File: config.mk
export PLATFORM = sky130hd
export DESIGN_NAME = serial_addsub
export DESIGN_NICKNAME = d
export VERILOG_FILES = /design/src/rtl/arith_pkg.sv /design/src/rtl/full_adder_cell.sv /design/src/rtl/serial_addsub.sv
export SDC_FILE = /design/constraint.sdc
export NUM_CORES = 1
export LEC_CHECK = 0
export BUFFER_PORTS_ARGS = -buffer_cell sky130_fd_sc_hd__buf_2
export CAP_MARGIN = 20
export CORE_ASPECT_RATIO = 0.8
export CORE_MARGIN = 5
export CORE_UTILIZATION = 53
export CTS_CLUSTER_DIAMETER = 120
export DETAILED_ROUTE_END_ITERATION = 10
export GPL_ROUTABILITY_DRIVEN = 0
export GPL_TIMING_DRIVEN = 0
export PLACE_DENSITY_LB_ADDON = 0.12
export REMOVE_ABC_BUFFERS = 1
export SETUP_SLACK_MARGIN = 0.3
export SYNTH_ARGS = -nofsm -noshare
export SYNTH_HDL_FRONTEND = slang
export SYNTH_SLANG_ARGS = --single-unit
File: constraint.sdc
create_clock -name clk -period 1.9 [get_ports clk]
set_clock_uncertainty 0.2 [all_clocks]
set_input_delay 0 -clock clk [delete_from_list [all_inputs] [get_ports clk]]
set_output_delay 0 -clock clk [all_outputs]
set_load 0.02 [all_outputs]
File: src/rtl/arith_pkg.sv
// arith_pkg: shared state encoding and mode constants for the serial arithmetic blocks
package arith_pkg;
  typedef enum logic [1:0] {IDLE, SHIFT, DONE} state_t;
  localparam logic MODE_ADD = 1'b0;
  localparam logic MODE_SUB = 1'b1;
endpackage

File: src/rtl/full_adder_cell.sv
// full_adder_cell: 1-bit full adder from two half-adder stages and an OR for carry
module full_adder_cell (
  input  logic x,
  input  logic y,
  input  logic cin,
  output logic s,
  output logic cout
);
  logic p, g1, g2;
  assign p    = x ^ y;
  assign g1   = x & y;
  assign s    = p ^ cin;
  assign g2   = p & cin;
  assign cout = g1 | g2;
endmodule

File: src/rtl/serial_addsub.sv
// serial_addsub: bit-serial add/subtract of two WIDTH-bit operands, one bit per clock
module serial_addsub
  import arith_pkg::*;
#(
  parameter int WIDTH = 8
) (
  input  logic             clk,
  input  logic             rst_n,
  input  logic             start,
  input  logic             sub,
  input  logic [WIDTH-1:0] a,
  input  logic [WIDTH-1:0] b,
  output logic             busy,
  output logic             done,
  output logic [WIDTH-1:0] sum,
  output logic             carry_out,
  output logic             overflow
);
  localparam int CW = $clog2(WIDTH + 1);
  localparam logic [CW-1:0] LAST = CW'(WIDTH - 1);
  state_t state_q, state_d;
  logic [WIDTH-1:0] a_q, a_d, b_q, b_d, ps_q, ps_d, sum_q, sum_d;
  logic [CW-1:0] cnt_q, cnt_d;
  logic carry_q, carry_d, cmsb_q, cmsb_d, co_q, co_d, ov_q, ov_d;
  logic fa_s, fa_c;
  full_adder_cell u_fa (.x(a_q[0]), .y(b_q[0]), .cin(carry_q), .s(fa_s), .cout(fa_c));
  always_comb begin
    state_d = state_q;
    a_d     = a_q;
    b_d     = b_q;
    ps_d    = ps_q;
    cnt_d   = cnt_q;
    carry_d = carry_q;
    cmsb_d  = cmsb_q;
    sum_d   = sum_q;
    co_d    = co_q;
    ov_d    = ov_q;
    case (state_q)
      IDLE: if (start) begin
        a_d     = a;
        b_d     = (sub == MODE_SUB) ? ~b : b;
        carry_d = sub;
        cnt_d   = '0;
        state_d = SHIFT;
      end
      SHIFT: begin
        a_d     = a_q >> 1;
        b_d     = b_q >> 1;
        ps_d    = {fa_s, ps_q[WIDTH-1:1]};
        carry_d = fa_c;
        cnt_d   = cnt_q + CW'(1);
        // carry_q here is the carry into the MSB, kept for the overflow test
        cmsb_d  = (cnt_q == LAST) ? carry_q : cmsb_q;
        state_d = (cnt_q == LAST) ? DONE : SHIFT;
      end
      DONE: begin
        sum_d   = ps_q;
        co_d    = carry_q;
        ov_d    = cmsb_q ^ carry_q;
        state_d = IDLE;
      end
      default: state_d = IDLE;
    endcase
  end
  always_ff @(posedge clk or negedge rst_n) begin
    if (!rst_n) begin
      state_q <= IDLE;
      a_q     <= '0;
      b_q     <= '0;
      ps_q    <= '0;
      cnt_q   <= '0;
      carry_q <= 1'b0;
      cmsb_q  <= 1'b0;
      sum_q   <= '0;
      co_q    <= 1'b0;
      ov_q    <= 1'b0;
    end else begin
      state_q <= state_d;
      a_q     <= a_d;
      b_q     <= b_d;
      ps_q    <= ps_d;
      cnt_q   <= cnt_d;
      carry_q <= carry_d;
      cmsb_q  <= cmsb_d;
      sum_q   <= sum_d;
      co_q    <= co_d;
      ov_q    <= ov_d;
    end
  end
  assign busy      = (state_q == SHIFT);
  assign done      = (state_q == DONE);
  assign sum       = sum_q;
  assign carry_out = co_q;
  assign overflow  = ov_q;
endmodule
==> results.md, run 1 <==
- Residual antenna-violating net count after detailed routing: 0
- XOR/XNOR share of the synthesized area: 0.0427
- Share of synthesized area spent on multiplexers: 0.0670
- Antenna diode instance count: 0
- Number of standard-cell rows in the floorplan: 19
- GRT Overall Usage: 0.165
- Critical register-to-register path startpoint: state_q[0]
- Fin Setup TNS: 0 ns
- Post-synthesis sequential area ratio: 0.569
- Largest family of logic cells by synthesized area: simple AND/OR/NAND/NOR gates
- Standard cell core area: approximately 3400 sq um
- Fraction of final layout cells with drive strength greater than 1: 0.300
- Boundary Pins: 32
- Final Hold Fails: 0
- Slew margin rel.: 0.402
- Worst Hold Margin: 0.174 ns
- Dpl cell area: ~2000 sq um
- Initial cell density of the core: 0.544
- Critical-path top delay cell: dfrtp_4
- Arrival time of data at the critical path endpoint: 1.51 ns
- Psw: approximately 1.3 mW
- Avg Synthesized Cell Area: approximately 11 sq um
- Critical path cell sequence: buf_4, and3_1, a221o_1
- Area fraction in compound gates after synthesis: 0.130
- Count of unresolved DRC violations after routing: 0
- Most used DFF post-synth: dfrtp_1
- Post-synthesis instance area: between 1500 and 2000 sq um
- Highest net fanout along the worst path: 11
- Vias per cell: 5.35
- Largest stage delay on the critical path: about 0.57 ns
- Die extent in x: roughly 76 microns
- Critical Path Start: state_q[0]
- CTS tree: built
- Number of buffers and inverters on the critical path: 1
- Flop and latch count out of synthesis: 42
- Antenna violations before repair: 0
- Required time of the worst setup path: around 1.9 ns
- Worst skew pair latency: around 0.28 ns
- Simple-Gate Fraction of Synth Area: 0.133
- Global-route wire length before repair: about 6.3 mm
- Final setup violation count: 0
- Kind of end point of the critical path: flop
- Warning count from the yosys run: 0
- Yosys top cell area share: 0.569
- Adder and majority cell fraction of the synthesized area: 0.0176
- Status: finished, final reports clean
- Floorplan die area: approximately 4800 sq um
- Classification of the worst-slack hold path: input pin to asynchronous set/reset pin
- Fraction of synthesis flops using an asynchronous set or reset pin: 1.00
- DR vias: between 1,000 and 1,500
- Maximum ir drop on the vdd rail: between 0.7 and 0.8 mV
- Clock net sink count: 42
- Startpoint Class: flop
- Synth area leaders: dfrtp_1 (57%), nand2_1 (7.3%), mux2_2 (5.5%), a221o_1 (3.8%), xor2_1 (3.8%)
- PwrDens: 1450 nW/um^2
- Number of unique standard cell types used by synthesis: 30
- Overall overflow remaining after global route: 0
- Transition time at the pin with the least slew margin: between 0.8 and 0.9 ns
- Library cell occupying the most area in the post-synthesis netlist: dfrtp_1
- Fin area: approximately 2400 sq um
- Number of slew-limit violations in the final report: 0
- Logic pwr share: 0.393
- CTS Root Buffer Type: clkbuf_8
- Worst Reg2Reg Path Length in Cells: 3
- Clock power frac: 0.166
- Most frequent standard cell in the layout excluding fill and tap cells: dfrtp_1
- Setup repair after global routing missed its margin: yes
- Total leakage power: around 1.2 nW
- Sum of net half-perimeters after detailed placement: 2.20 mm
- Post-detailed-route wirelength per cell: 14.1 microns
- Share of the clock period used by the worst path: 0.810
- Portion of total power attributed to sequential cells: 0.441
- Number of DRC markers after the initial detailed-route iteration: 75
- Cell family with the largest share of critical-path delay: flip-flops
- Number of global-route vias before repair: approximately 1,400
- F_max: 650 MHz
- Drt total wl: ~3.7 mm
- Number of violations of the max-capacitance limit: 0
- First-pass iteration count of the detailed router: 5
- H-tree Lvls: 2
- Most frequent cells in the layout: dfrtp_1 (40), nand2_1 (36), buf_2 (31)
- Critical path type: flop to flop
- Gate Count Post-Synth: about 160
- Number of buffers added by the clock tree synthesis step: 5
- Largest net degree at the start of global routing: 43
- Number of cells on the critical path: 3
- Count of flip-flops with a built-in enable after synthesis: 0
- Clock Path Buffers: 2
- Switching power as a share of total power: 0.369
- Net total in the final layout: between 200 and 250
- Buffers added on ports: 31
- Area added between synthesis and finish: 29.0%
- Internal power component: 2.18 mW
- Floorplan die height: ~63 microns
- Clock transition time at the flip-flop clock pins of the worst setup and hold paths: ~0.070 ns
- Fill cell total of the finished layout: between 200 and 300
- Post-layout min period: around 1.5 ns
sequential cells by signal, indices dropped and copies added (netlist names), 2 cells and up:
signal	flops
state_q	2
b_q	8
ps_q	8
a_q	8
sum	8
cnt_q	4
path summary, 6_finish.rpt:
kind	endpoint	slack, ns
worst max-delay path	b_q[0]	0.36
worst min-delay path	sum[0]	0.17
worst max register to register	b_q[0]	0.36
worst min register to register	ps_q[0]	0.27
max in group asynchronous	state_q[0]	0.67
min in group clk	ps_q[0]	0.27
routing by layer:
metal | routed length [microns] | global-route usage | share of wire | up-vias
met3 | 203 | 0.0504 | 0.055 | 5
met5 | 0 | 0 | 0 | -
met4 | 53 | 0.0733 | 0.014 | 0
li1 | - | - | - | 681
met2 | 1730 | 0.264 | 0.47 | 32
met1 | 1710 | 0.204 | 0.46 | 684
cell families (layout without fill, tap and decap cells):
family / after synthesis / after routing
simple gates: 54 / 54
flops: 42 / 42
compound gates: 31 / 32
buf+inv: 13 / 70
mux: 11 / 11
xor+xnor: 9 / 9
fa+ha+maj: 2 / 2
power groups by stage:
stage	sequential, mW	clock [mW]	combinational, mW
floorplan	1.57	0	0.724
global placement	1.53	0	1.06
detailed placement	1.55	0	1.10
CTS	1.52	0.599	1.24
global route	1.58	0.626	1.52
finish	1.53	0.574	1.36
cell usage after synthesis (2+ instances only):
library cell,instances
nand3_1,3
mux2_2,9
nand2_1,36
a221o_1,7
xor2_1,8
o21ai_0,6
dfrtp_1,42
nand2b_1,2
nor2_1,2
mux2_1,2
buf_2,6
a22o_1,3
o21ai_1,4
buf_6,2
inv_1,2
a22oi_1,8
and3_1,7
final cells by class:
cell class | instances | area [sq um] | area share
inverter | 3 | 11.3 | 0.00472
sequential | 42 | 1060 | 0.443
multi-input combinational | 108 | 761 | 0.319
clock inverter | 1 | 5.00 | 0.00210
clock buffer | 7 | 86.3 | 0.0362
timing repair buffer | 59 | 413 | 0.173
tap | 42 | 52.6 | 0.0220
worst register-to-register path, delay by kind of cell, from the launching register on:
kind | cells | cell delay [ns]
AOI/OAI and AO/OA | 1 | 0.26
and+or+nand+nor | 1 | 0.19
buffers and inverters | 1 | 0.21
DFF | 1 | 0.57
stage by stage:
stage          cells  power (mW)   util  setup slack (ns)
2_1_floorplan    152        2.29      -            0.0848
3_3_place_gp     225        2.59  0.586            -0.280
3_5_place_dp     225        2.65  0.586            -0.333
4_1_cts          256        3.36  0.685             0.314
5_1_grt          262        3.73  0.702             0.301
6_report         262        3.46  0.702             0.361
timing repair:
action,in CTS,in global routing
cloned,0,1
hold buffers,19,0
setup endpoints to repair,44,21
setup buffers,4,5
endpoints found under the hold margin,59,0
gates resized for setup,9,1
pin swaps,0,1
No activity file was read; power rests on OpenSTA's default activity.
==> run 2, diff against run 1 <==
--- a/config.mk
+++ b/config.mk
@@ -9,7 +9,7 @@
 export CAP_MARGIN = 20
 export CORE_ASPECT_RATIO = 0.8
 export CORE_MARGIN = 5
-export CORE_UTILIZATION = 53
+export CORE_UTILIZATION = 49
 export CTS_CLUSTER_DIAMETER = 120
 export DETAILED_ROUTE_END_ITERATION = 10
 export GPL_ROUTABILITY_DRIVEN = 0
==> constraint.sdc (replaced) <==
create_clock -name clk -period 1.3 [get_ports clk]
set_clock_uncertainty 0.2 [all_clocks]
set_input_delay 0 -clock clk [delete_from_list [all_inputs] [get_ports clk]]
set_output_delay 0 -clock clk [all_outputs]
set_load 0.02 [all_outputs]
==> run 2 against run 1 <==
Compared with the run above: the run now ends with hold timing, setup timing left; count of clock-buffer cells in the layout unchanged; critical path depth unchanged; sequential cell count unchanged; total power up 85%; sequential share of layout area down 6.1 points; routed wire length up 22%; fmax up 4.6%; register-to-register slack worse by 0.53 ns; non-clock buffer count up 9; design area up 16%; global-route usage up 3.0 points; critical endpoint is now b_q[6]; largest cell class unchanged.
==> results.md, run 2 (synthesized netlist as in run 1, its figures left out) <==
- Status: finished, violations left (was finished, final reports clean)
- Failing checks: hold timing, setup timing
- Internal power component: 4.14 mW (was 2.18 mW)
- Portion of total power attributed to sequential cells: 0.355 (was 0.441)
- Post-layout min period: 1.47 ns (was 1.54 ns)
- CTS tree: built (unchanged)
- Residual antenna-violating net count after detailed routing: 0 (unchanged)
- Transition time at the pin with the least slew margin: 0.282 ns (was 0.896 ns)
- Classification of the worst-slack hold path: input pin to flop (was input pin to asynchronous set/reset pin)
- Highest net fanout along the worst path: 8 (was 11)
- Antenna violations before repair: 0 (unchanged)
- Clock transition time at the flip-flop clock pins of the worst setup and hold paths: 0.08 ns (was 0.07 ns)
- Post-detailed-route wirelength per cell: 16.3 microns (was 14.1 microns)
- Worst Hold Margin: -0.101 ns (was 0.174 ns)
- Most frequent standard cell in the layout excluding fill and tap cells: dfrtp_1 (unchanged)
- Net total in the final layout: 253 (was 241)
- H-tree Lvls: 2 (unchanged)
- Fill cell total of the finished layout: 247 (was 258)
- Number of buffers added by the clock tree synthesis step: 5 (unchanged)
- Worst skew pair latency: 0.30 ns (was 0.28 ns)
- Worst setup margin: -0.172 ns (was 0.361 ns)
- Clock net sink count: 42 (unchanged)
- Antenna diode instance count: 0 (unchanged)
- Fraction of final layout cells with drive strength greater than 1: 0.474 (was 0.300)
- Initial cell density of the core: 0.496 (was 0.544)
- Number of buffers and inverters on the critical path: 1 (unchanged)
- Worst Setup Slack post-DPL: -0.938 ns (was -0.333 ns)
- Floorplan die height: 64.9 microns (was 62.8 microns)
- Boundary Pins: 32 (unchanged)
- Die extent in x: 78.7 microns (was 76.0 microns)
- Sum of net half-perimeters after detailed placement: 2.28 mm (was 2.20 mm)
- Critical path type: flop to flop (unchanged)
- Number of violations of the max-capacitance limit: 0 (unchanged)
- Final setup violation count: 37 (was 0)
- Vias per cell: 5.34 (was 5.35)
- Logic pwr share: 0.486 (was 0.393)
- Kind of end point of the critical path: flop (unchanged)
- Buffers added on ports: 31 (unchanged)
- Clock power frac: 0.159 (was 0.166)
- GRT Overall Usage: 0.195 (was 0.165)
- Maximum ir drop on the vdd rail: 1.43 mV (was 0.766 mV)
- Number of standard-cell rows in the floorplan: 20 (was 19)
- Psw: 2.26 mW (was 1.28 mW)
- Setup repair after global routing missed its margin: yes (unchanged)
- Largest net degree at the start of global routing: 43 (unchanged)
- Global-route wire length before repair: 7.62 mm (was 6.33 mm)
- Critical-path top delay cell: dfrtp_4 (unchanged)
- Arrival time of data at the critical path endpoint: 1.46 ns (was 1.51 ns)
- Number of slew-limit violations in the final report: 0 (unchanged)
- Slew margin rel.: 0.812 (was 0.402)
- Share of the clock period used by the worst path: 1.13 (was 0.810)
- Standard cell core area: 3730 sq um (was 3400 sq um)
- Most frequent cells in the layout: dfrtp_1 (39), nand2_1 (33), buf_6 (24) (was dfrtp_1 (40), nand2_1 (36), buf_2 (31))
- First-pass iteration count of the detailed router: 5 (unchanged)
- DR vias: 1,474 (was 1,402)
- Area added between synthesis and finish: 49.8% (was 29.0%)
- Startpoint Class: flop (unchanged)
- Count of unresolved DRC violations after routing: 0 (unchanged)
- Number of global-route vias before repair: 1,519 (was 1,399)
- Required time of the worst setup path: 1.29 ns (was 1.87 ns)
- Sum of internal, switching and leakage power: 6.40 mW (was 3.46 mW)
- Switching power as a share of total power: 0.354 (was 0.369)
- Critical path cell sequence: buf_8, and3_1, a221o_1 (was buf_4, and3_1, a221o_1)
- Largest stage delay on the critical path: 0.57 ns (about the same)
- Final Hold Fails: 9 (was 0)
- Number of DRC markers after the initial detailed-route iteration: 120 (was 75)
- Post-Route Utilization: 0.743 (was 0.702)
- Floorplan die area: 5110 sq um (was 4780 sq um)
- Overall overflow remaining after global route: 0 (unchanged)
- Total leakage power: 1.34 nW (was 1.23 nW)
- CTS Root Buffer Type: clkbuf_8 (unchanged)
- PwrDens: 2310 nW/um^2 (was 1450 nW/um^2)
- Drt total wl: 4.49 mm (was 3.70 mm)
- F_max: 679 MHz (was 650 MHz)
- Cell family with the largest share of critical-path delay: flip-flops (unchanged)
- Clock Path Buffers: 2 (unchanged)
run 2: layer usage:
metal | global-route usage | wire length, microns
met3 | 0.0444 | 214
met5 | 0 | 0
met4 | 0.0655 | 72
met1 | 0.266 | 2120
met2 | 0.307 | 2090
run 2: metrics by stage:
step / setup TNS (ns) / hold WS (ns) / area, sq um / cells
finish: -4.14 / -0.101 / 2770 / 276
global route: -5.77 / -0.0863 / 2770 / 276
CTS: -3.33 / -0.332 / 2630 / 268
detailed placement: -28.44 / -0.0164 / 1990 / 227
global placement: -26.96 / -0.0305 / 1990 / 227
floorplan: -12.73 / -0.496 / 1780 / 152
run 2: timing repair:
action,in CTS,in global routing
endpoints found under the setup margin,54,54
gates cloned,4,0
gates resized for setup,69,16
pin swaps,23,5
hold buffers,9,2
setup buffers,20,5
endpoints found under the hold margin,60,50
run 2: path summary, 6_finish.rpt:
check	from	to	slack (ns)	depth (start not counted)
hold reg to reg	ps_q[5]	ps_q[5]	0.30	2
min in group asynchronous	rst_n	b_q[2]	0.01	3
setup / recovery	state_q[0]	b_q[6]	-0.17	3
setup reg to reg	state_q[0]	b_q[6]	-0.17	3
max in group asynchronous	rst_n	b_q[3]	0.43	3
hold / removal	b[5]	b_q[5]	-0.10	3
run 2: layout make-up:
cell class                      count  area [sq um]  share of cell area
Clock buffer                        7          76.3              0.0276
Clock inverter                      1          30.0              0.0108
Tap cell                           44          55.1              0.0199
Multi-Input combinational cell    111           921               0.333
Timing Repair Buffer               68           613               0.221
Sequential cell                    42          1060               0.382
Inverter                            3          16.3             0.00587
run 2: tightest hold or removal path, delay by kind of cell:
kind | cells | cell delay, ns
xor+xnor | 1 | 0.14
compound gates | 1 | 0.15
buf+inv | 1 | 0.08
run 2: power groups by stage:
stage	Clock, mW	Combinational, mW	Sequential, mW
2_1_floorplan	0	1.06	2.29
3_3_place_gp	0	1.55	2.24
3_5_place_dp	0	1.60	2.28
4_1_cts	1.02	2.76	2.24
5_1_grt	1.08	3.40	2.35
6_report	1.02	3.11	2.27
==> run 3, diff against run 2 <==
--- a/config.mk
+++ b/config.mk
@@ -9,12 +9,12 @@
 export CAP_MARGIN = 20
 export CORE_ASPECT_RATIO = 0.8
 export CORE_MARGIN = 5
-export CORE_UTILIZATION = 49
+export CORE_UTILIZATION = 53
 export CTS_CLUSTER_DIAMETER = 120
 export DETAILED_ROUTE_END_ITERATION = 10
 export GPL_ROUTABILITY_DRIVEN = 0
 export GPL_TIMING_DRIVEN = 0
-export PLACE_DENSITY_LB_ADDON = 0.12
+export PLACE_DENSITY = 0.72
 export REMOVE_ABC_BUFFERS = 1
 export SETUP_SLACK_MARGIN = 0.3
 export SYNTH_ARGS = -nofsm -noshare
==> constraint.sdc (replaced) <==
create_clock -name clk -period 1.4 [get_ports clk]
set_clock_uncertainty 0.2 [all_clocks]
set_input_delay 0 -clock clk [delete_from_list [all_inputs] [get_ports clk]]
set_output_delay 0 -clock clk [all_outputs]
set_load 0.02 [all_outputs]
==> run 3 against run 2 <==
Compared with the run above: the run still ends with hold timing, setup timing left; total power shrank 0.70%; core utilization grew 5.2 points; via count grew 1.4%; sequential power shrank 7%; die area shrank 6.5%; clock power grew 18%; design area shrank 2.4%; routed wire length grew 11%; critical path depth grew 1.
==> results.md, run 3 (synthesized netlist as in run 1, its figures left out) <==
- Kind of end point of the critical path: flop (unchanged)
- GRT Overall Usage: 0.218 (was 0.195)
- Required time of the worst setup path: 1.39 ns (was 1.29 ns)
- CTS Root Buffer Type: clkbuf_8 (unchanged)
- Critical Path Start: state_q[0] (unchanged)
- Standard cell core area: 3400 sq um (was 3730 sq um)
- Area added between synthesis and finish: 46.2% (was 49.8%)
- Largest net degree at the start of global routing: 43 (unchanged)
- Count of unresolved DRC violations after routing: 0 (unchanged)
- Failing checks: hold timing, setup timing (unchanged)
- Final setup violation count: 41 (was 37)
- Classification of the worst-slack hold path: input pin to asynchronous set/reset pin (was input pin to flop)
- Most frequent standard cell in the layout excluding fill and tap cells: dfrtp_1 (unchanged)
- Most frequent cells in the layout: dfrtp_1 (39), buf_2 (29), nand2_1 (27) (was dfrtp_1 (39), nand2_1 (33), buf_6 (24))
- Gr busiest metal: met2 (unchanged)
- Combined area of the multi-input logic cells: 861 sq um (was 921 sq um)
- Startpoint Class: flop (unchanged)
- Fraction of final layout cells with drive strength greater than 1: 0.472 (was 0.474)
- Number of slew-limit violations in the final report: 0 (unchanged)
- Global-route wire length before repair: 8.22 mm (was 7.62 mm)
- Die extent in x: 76.0 microns (was 78.7 microns)
- Highest net fanout along the worst path: 6 (was 8)
- Largest stage delay on the critical path: 0.50 ns (was 0.57 ns)
- Number of violations of the max-capacitance limit: 0 (unchanged)
- Post-layout min period: 1.55 ns (was 1.47 ns)
- Maximum ir drop on the vdd rail: 1.17 mV (was 1.43 mV)
- Critical register-to-register path startpoint: state_q[0] (unchanged)
- Number of buffers added by the clock tree synthesis step: 5 (unchanged)
- Clock transition time at the flip-flop clock pins of the worst setup and hold paths: 0.09 ns (was 0.08 ns)
- Buffers added on ports: 31 (unchanged)
- Critical-path top delay cell: dfrtp_4 (unchanged)
- PwrDens: 2350 nW/um^2 (was 2310 nW/um^2)
- Share of the clock period used by the worst path: 1.11 (was 1.13)
- Register cell area after layout: 1060 sq um (unchanged)
- Overall overflow remaining after global route: 0 (unchanged)
- Fill cell total of the finished layout: 184 (was 247)
- Initial cell density of the core: 0.544 (was 0.496)
- Number of global-route vias before repair: 1,625 (was 1,519)
- Met3 Usage GRT: 0.0490 (was 0.0444)
- Drt total wl: 4.97 mm (was 4.49 mm)
- Antenna violations before repair: 0 (unchanged)
- Clock Path Buffers: 2 (unchanged)
- Worst Hold Margin: -0.355 ns (was -0.101 ns)
- Setup repair after global routing missed its margin: yes (unchanged)
- Vias per cell: 5.43 (was 5.34)
- Number of standard-cell rows in the floorplan: 19 (was 20)
- Status: finished, violations left (unchanged)
- Post-detailed-route wirelength per cell: 18.1 microns (was 16.3 microns)
- First-pass iteration count of the detailed router: 4 (was 5)
- H-tree Lvls: 2 (unchanged)
- Dpl cell area: 1990 sq um (about the same)
- Worst Setup Slack post-DPL: -0.790 ns (was -0.938 ns)
- Antenna diode instance count: 0 (unchanged)
- Number of buffers and inverters on the critical path: 1 (unchanged)
- Floorplan die area: 4780 sq um (was 5110 sq um)
- Critical path type: flop to flop (unchanged)
- Total leakage power: 1.38 nW (was 1.34 nW)
- Boundary Pins: 32 (unchanged)
- Number of DRC markers after the initial detailed-route iteration: 119 (was 120)
- Transition time at the pin with the least slew margin: 0.936 ns (was 0.282 ns)
- Critical path cell sequence: buf_8, nand2b_4, nor3_4, mux2_4 (was buf_8, and3_1, a221o_1)
- Sum of internal, switching and leakage power: 6.35 mW (was 6.40 mW)
- Met1 GRT Util: 0.274 (was 0.266)
- CTS tree: built (unchanged)
- Residual antenna-violating net count after detailed routing: 0 (unchanged)
- Worst skew pair latency: 0.30 ns (about the same)
- Cell family with the largest share of critical-path delay: flip-flops (unchanged)
- Net total in the final layout: 254 (was 253)
- Sum of net half-perimeters after detailed placement: 2.35 mm (was 2.28 mm)
- CTS Hold Bufs: 9 (unchanged)
- Worst setup margin: -0.148 ns (was -0.172 ns)
- Clock net sink count: 42 (unchanged)
- Fin area: 2700 sq um (was 2770 sq um)
- F_max: 646 MHz (was 679 MHz)
- Floorplan die height: 62.8 microns (was 64.9 microns)
- DR vias: 1,494 (was 1,474)
- Met2 Use GR: 0.364 (was 0.307)
- Slew margin rel.: 0.376 (was 0.812)
- Arrival time of data at the critical path endpoint: 1.54 ns (was 1.46 ns)
- Final Hold Fails: 53 (was 9)
-- run 3: through the flow --
step,TNS (ns),std cells,utilization
2_1_floorplan,-8.41,152,-
3_3_place_gp,-21.19,225,0.586
3_5_place_dp,-23.55,225,0.586
4_1_cts,-1.59,268,0.756
5_1_grt,-4.60,275,0.795
6_report,-2.93,275,0.795
-- run 3: power breakdown --
part	switching (mW)	internal (mW)
Clock	0.434	0.761
Sequential	0.414	1.70
Combinational	1.42	1.62
-- run 3: layout make-up --
| type | count | area share |
|---|---|---|
| multi-input cells | 109 | 0.319 |
| inverters | 3 | 0.00602 |
| flip-flops and latches | 42 | 0.391 |
| well taps | 42 | 0.0195 |
| clock buffers | 6 | 0.0306 |
| clock inverters | 2 | 0.0222 |
| repair buffers | 71 | 0.212 |
-- run 3: path summary, 6_finish.rpt --
path	endpoint	slack [ns]	depth (start not counted)
hold reg to reg	ps_q[0]	0.30	2
min in group clk	b_q[2]	-0.11	3
max in group asynchronous	state_q[0]	0.68	1
setup reg to reg	cmsb_q	-0.15	4
hold / removal	cnt_q[2]	-0.35	1
setup / recovery	cmsb_q	-0.15	4
-- run 3: layer usage --
metal	up-vias	wire, microns
met3	11	188
met5	-	0
met1	740	2210
met4	0	72
li1	705	-
met2	38	2500
-- run 3: what timing repair did --
| item | CTS | global route |
|---|---|---|
| pin swaps | 11 | 15 |
| buffers inserted | 24 | 7 |
| resized for setup | 42 | 21 |
| hold endpoints to repair | 62 | 51 |
| gates cloned | 2 | 0 |
| setup endpoints to repair | 44 | 45 |
